[config.mk]
export PLATFORM = sky130hd
export DESIGN_NAME = int_ctrl
export DESIGN_NICKNAME = d
export VERILOG_FILES = /design/src/rtl/int_ctrl.sv
export SDC_FILE = /design/constraint.sdc
export NUM_CORES = 1
export LEC_CHECK = 0
export CAP_MARGIN = 20
export CORE_ASPECT_RATIO = 1.75
export CORE_UTILIZATION = 39
export DETAILED_ROUTE_END_ITERATION = 12
export PLACE_DENSITY = 0.87
export SLEW_MARGIN = 20
export SYNTH_ARGS = -nofsm -noshare
export SYNTH_HDL_FRONTEND = slang
export SYNTH_SLANG_ARGS = --single-unit
[constraint.sdc]
create_clock -name clk -period 2.6 [get_ports clk]
set_clock_uncertainty 0.1 [all_clocks]
set_input_delay 0.52 -clock clk [delete_from_list [all_inputs] [get_ports clk]]
set_output_delay 0.52 -clock clk [all_outputs]
set_load 0.05 [all_outputs]
[src/rtl/int_ctrl.sv]
// int_ctrl: interrupt controller with flag (IF) and enable (IE) registers,
// a lowest-index-wins priority encoder, a delayed-EI master enable FSM and
// a registered dispatch vector.
//
// Ports
//   clk, reset     : system clock, asynchronous active-high reset
//   cpu_en         : clock enable; every register updates only when high
//   irq_req        : per-channel request pulses (set IF bits)
//   mem_addr/mem_wdata/write : CPU bus access to IF_ADDR / IE_ADDR
//   rdata, sel     : combinational read data and register-select flag
//   ei, di, reti   : instruction strobes controlling the master enable
//   instr_done     : instruction-boundary strobe (advances the EI delay)
//   int_pending    : any enabled flag set, regardless of master enable
//   int_take       : interrupt may be dispatched now
//   int_ack        : dispatch acknowledge
//   vector         : registered vector of the last dispatched channel
//   ime            : master enable
module int_ctrl #(
   parameter int          NUM_INTS   = 5,
   parameter logic [15:0] VEC_BASE   = 16'h0040,
   parameter int          VEC_STRIDE = 8,
   parameter logic [15:0] IF_ADDR    = 16'hFF0F,
   parameter logic [15:0] IE_ADDR    = 16'hFFFF
) (
   input  logic                clk,
   input  logic                reset,
   input  logic                cpu_en,
   input  logic [NUM_INTS-1:0] irq_req,
   input  logic [15:0]         mem_addr,
   input  logic [7:0]          mem_wdata,
   input  logic                write,
   output logic [7:0]          rdata,
   output logic                sel,
   input  logic                ei,
   input  logic                di,
   input  logic                reti,
   input  logic                instr_done,
   output logic                int_pending,
   output logic                int_take,
   input  logic                int_ack,
   output logic [15:0]         vector,
   output logic                ime
);

   localparam int IDX_W = 3;

   typedef enum logic [1:0] {
      ST_DISABLED = 2'd0,
      ST_EI_WAIT1 = 2'd1,
      ST_EI_WAIT2 = 2'd2,
      ST_ENABLED  = 2'd3
   } state_t;

   state_t              state_q, state_d;
   logic [NUM_INTS-1:0] if_q, if_d;
   logic [NUM_INTS-1:0] ie_q, ie_d;
   logic [15:0]         vector_q, vector_d;

   logic [NUM_INTS-1:0] pend;
   logic [IDX_W-1:0]    win_idx;
   logic                dispatch;
   logic                if_sel, ie_sel, if_wr, ie_wr;
   logic [7:0]          if_ext, ie_ext;

   // Upper write-data bits only matter for configurations with 8 channels.
   logic unused_wdata;
   assign unused_wdata = &{1'b0, mem_wdata};

   assign if_sel = (mem_addr == IF_ADDR);
   assign ie_sel = (mem_addr == IE_ADDR);
   assign sel    = if_sel | ie_sel;
   assign if_wr  = write & if_sel;
   assign ie_wr  = write & ie_sel;

   assign pend        = if_q & ie_q;
   assign int_pending = |pend;
   assign dispatch    = int_ack & int_take;
   assign vector      = vector_q;

   // Lowest index wins: scan downward so the last hit is the smallest index.
   always_comb begin
      win_idx = '0;
      for (int i = NUM_INTS - 1; i >= 0; i--) begin
         if (pend[i]) win_idx = IDX_W'(i);
      end
   end

   // IF: dispatch clears the winner, a CPU write replaces the value, and
   // request pulses are OR-ed in last so a coincident request always wins.
   always_comb begin
      if_d = if_q;
      for (int i = 0; i < NUM_INTS; i++) begin
         if (dispatch && (win_idx == IDX_W'(i))) if_d[i] = 1'b0;
      end
      if (if_wr) if_d = mem_wdata[NUM_INTS-1:0];
      if_d = if_d | irq_req;
   end

   always_comb begin
      ie_d = ie_q;
      if (ie_wr) ie_d = mem_wdata[NUM_INTS-1:0];
   end

   // Vector arithmetic is deliberately 16-bit so it wraps around.
   always_comb begin
      vector_d = vector_q;
      if (dispatch) vector_d = VEC_BASE + 16'(win_idx) * 16'(VEC_STRIDE);
   end

   always_ff @(posedge clk or posedge reset) begin
      if (reset) begin
         if_q     <= '0;
         ie_q     <= '0;
         vector_q <= VEC_BASE;
      end else if (cpu_en) begin
         if_q     <= if_d;
         ie_q     <= ie_d;
         vector_q <= vector_d;
      end
   end

   // Reads: unimplemented IF bits read as 1, unimplemented IE bits as 0.
   always_comb begin
      if_ext                 = 8'hFF;
      if_ext[NUM_INTS-1:0]   = if_q;
      ie_ext                 = 8'h00;
      ie_ext[NUM_INTS-1:0]   = ie_q;
      rdata                  = 8'h00;
      if (if_sel)      rdata = if_ext;
      else if (ie_sel) rdata = ie_ext;
   end

   // FSM state register
   always_ff @(posedge clk or posedge reset) begin
      if (reset)       state_q <= ST_DISABLED;
      else if (cpu_en) state_q <= state_d;
   end

   // FSM next state: dispatch and di force DISABLED, reti forces ENABLED,
   // otherwise EI walks through two instruction boundaries.
   always_comb begin
      state_d = state_q;
      if (dispatch || di) begin
         state_d = ST_DISABLED;
      end else if (reti) begin
         state_d = ST_ENABLED;
      end else begin
         case (state_q)
            ST_DISABLED: if (ei)         state_d = ST_EI_WAIT1;
            ST_EI_WAIT1: if (instr_done) state_d = ST_EI_WAIT2;
            ST_EI_WAIT2: if (instr_done) state_d = ST_ENABLED;
            default:                     state_d = state_q;
         endcase
      end
   end

   // FSM outputs
   always_comb begin
      ime      = (state_q == ST_ENABLED);
      int_take = ime & int_pending;
   end

endmodule

==> out/summary.txt <==
final net count: 228
Ports: 66
maximum vdd ir drop: 0.324 mV
Top FF cell, synth: dfrtp_1
Hold Worst Slack: 0.421 ns
ranking of synthesized cells by area: dfrtp_1, buf_4, mux2_2
CTS tree: yes
DRT iter0 DRCs: 32
Syn Std Cell Area: 0.00119 mm^2
endpoint class of the critical path: output pin
CP Capture Point: rdata[5]
distinct cell type count after synthesis: 39
reg-to-reg endpoint: state_q[1]
Post-synth ARST share: 100%
number of global-route vias before repair: 1,203
Initial Util: 41.1%
Arrival @ worst endpoint: 1.97 ns
Sw Pwr: 0.231 mW
Sequential Power Share: 38.7%
clock-pin slew on the worst setup and hold paths: 0.06 ns
leakage: 0.892 nW
fmax: 0.386 GHz
average wire per standard cell: 15.8 um
Power Dens Cells: 360 mW/mm^2
total global routing overflow: 0
internal power: 0.441 mW
Max-slew headroom: 61.6%
Max Cap Viol: 0
Pins Over Slew Limit: 0
area grow syn2layout: 57.2%
post-route clock period utilization: 99.6%
Worst Path Required: 1.98 ns
Post-synth EDFFs: 0
crit path time final: 2.59 ns
worst slew pin tran: 0.576 ns
initial antenna violation count: 0
status: finished, violations left
first-pass GRT wire length: 5.04 mm
largest net degree at the start of global routing: 16
FP Rows: 26
worst min path class: reg2reg
metal3 WL: 222 um
Vias: 1,196
largest area contributor in the synthesized netlist: dfrtp_1
# hold bufs at CTS: 0
GRT Overall Usage: 21.0%
reg2reg setup slack: 0.84 ns
Critical Path Start: mem_addr[12]
layout cells sized above 1: 25.5%
CTS Buf Count: 3
final-report hold violation count: 0
fill cell count: 233
antenna viol nets, final: 0
Routed WL: 3.35 mm
Routed met2 length: 1.99 mm
CP Launch Type: input pin
Initial DRT Pass Iterations: 8
Max Root-Sink Buffers: 2
Seq cells post-synth: 15
Design Power: 0.672 mW
CP Max Fanout: 5
synth cell count leaders: buf_4, dfrtp_1, inv_1, nand2_1
R2R Path Start: state_q[0]
average size of a mapped cell: 9.29 um^2
Metal-1 WL: 1.10 mm
die area: 0.00328 mm^2
Sw Share: 34.4%
violated checks: DRC
routability cong.: 0.833
Synth top area share: 31.6%
htree depth: 1
CP Class: in2out
core region area: 0.00290 mm^2
die height: 75.0 um
final setup fails: 0
ant diodes: 0
vias per std cell: 5.64
Synth Warn #: 0
Root Driver: clkbuf_8
top-count cell post-synth: buf_4
DIE WIDTH: 43.7 um
Mapped Cells: 128
Port Buffers: 49
Comb pwr share: 33.3%
clock net sink count: 15
uppermost layer routed: met4
worst-skew pair later-pin latency: 0.25 ns
Clk pwr share: 28.0%
hpwl dp: 2.58 mm
R2R depth: 6
register area share after synthesis: 31.6%
DR DRC count: 8
[cells in the final DEF, fill, tap and decap left out, drive strengths merged, types with 2 or more instances in the layout]
cell type,instances
mux2,6
and2,3
buf,22
clkdlybuf4s50,25
a21oi,6
conb,13
o31ai,3
inv,8
nor4,3
a221oi,3
dfrtp,15
nor2,2
nor3,2
clkbuf,7
nand4,6
nand2,8
dlygate4sd2,6
nand3,5
a22o,6
ha,5
and3,2
a311o,4
o21ai,5
dlymetal6s2s,3
a211oi,3
[flip-flops by register name (all words and copies together), names as in the netlist]
register  cells
ie_q          5
if_q          5
vector        3
state_q       2
[worst min-delay path by stage]
stage / startpoint / end / slack, ns / depth (start not counted)
3_3_place_gp: vector[4] / vector[4] / 0.39 / 2
2_1_floorplan: reset / ie_q[0] / 0.32 / 1
3_5_place_dp: vector[5] / vector[5] / 0.41 / 2
4_1_cts: vector[5] / vector[5] / 0.42 / 2
5_1_grt: vector[4] / vector[4] / 0.48 / 2
6_report: vector[5] / vector[5] / 0.42 / 2
[area by class of cell]
class	count	area, um^2	share of cell area, %
flip-flops and latches	15	375	20.1
inverters	8	30.0	1.61
well taps	28	35.0	1.88
repair buffers	60	651	34.8
multi-input cells	97	732	39.2
clock buffers	4	45.0	2.41
[routing by layer]
| layer | track usage, % | vias to the layer above |
|---|---|---|
| met5 | 0 | - |
| met4 | 10.8 | 0 |
| met1 | 18.3 | 571 |
| met3 | 2.88 | 4 |
| met2 | 43.3 | 53 |
| li1 | - | 568 |
[cells by family (layout without fill, tap and decap cells)]
| logic type | Yosys count | in the layout | share of synthesized area, % |
|---|---|---|---|
| AOI/OAI and AO/OA | 38 | 38 | 25.2 |
| buffers and inverters | 27 | 72 | 14.2 |
| adders and majority gates | 5 | 5 | 5.26 |
| and+or+nand+nor | 35 | 35 | 17.5 |
| DFF | 15 | 15 | 31.6 |
| other | 2 | 13 | 0.632 |
| muxes | 6 | 6 | 5.68 |
[worst max-delay path, stage by stage]
cell,delay [ns]
clkdlybuf4s50_1,0.50
nand4_1,0.15
buf_4,0.17
nor4_4,0.17
buf_6,0.18
buf_6,0.14
buf_12,0.14
[per-stage QoR]
stage               setup TNS [ns]  utilization, %  instance area, um^2  worst slack, ns  cells
floorplan                        0               -                 1230            0.247    139
global placement             -1.31            60.3                 1750           -0.154    203
detailed placement           -1.42            60.3                 1750           -0.166    203
CTS                              0            64.0                 1850       0.00000910    210
global route                -0.274            64.5                 1870          -0.0335    212
finish                           0            64.5                 1870           0.0105    212
[power groups by stage]
stage | clock network (mW) | logic, mW | registers, mW
after floorplan | 0 | 0.156 | 0.260
after global placement | 0 | 0.214 | 0.262
after detailed placement | 0 | 0.227 | 0.263
after CTS | 0.194 | 0.223 | 0.260
after global routing | 0.201 | 0.240 | 0.261
final | 0.188 | 0.223 | 0.260
[repair_timing]
item	in CTS	in global routing
pin swaps	5	7
cloned	1	0
resized for setup	21	9
setup endpoints to repair	9	9
buffers inserted	2	2
No activity file was read; power rests on OpenSTA's default activity.
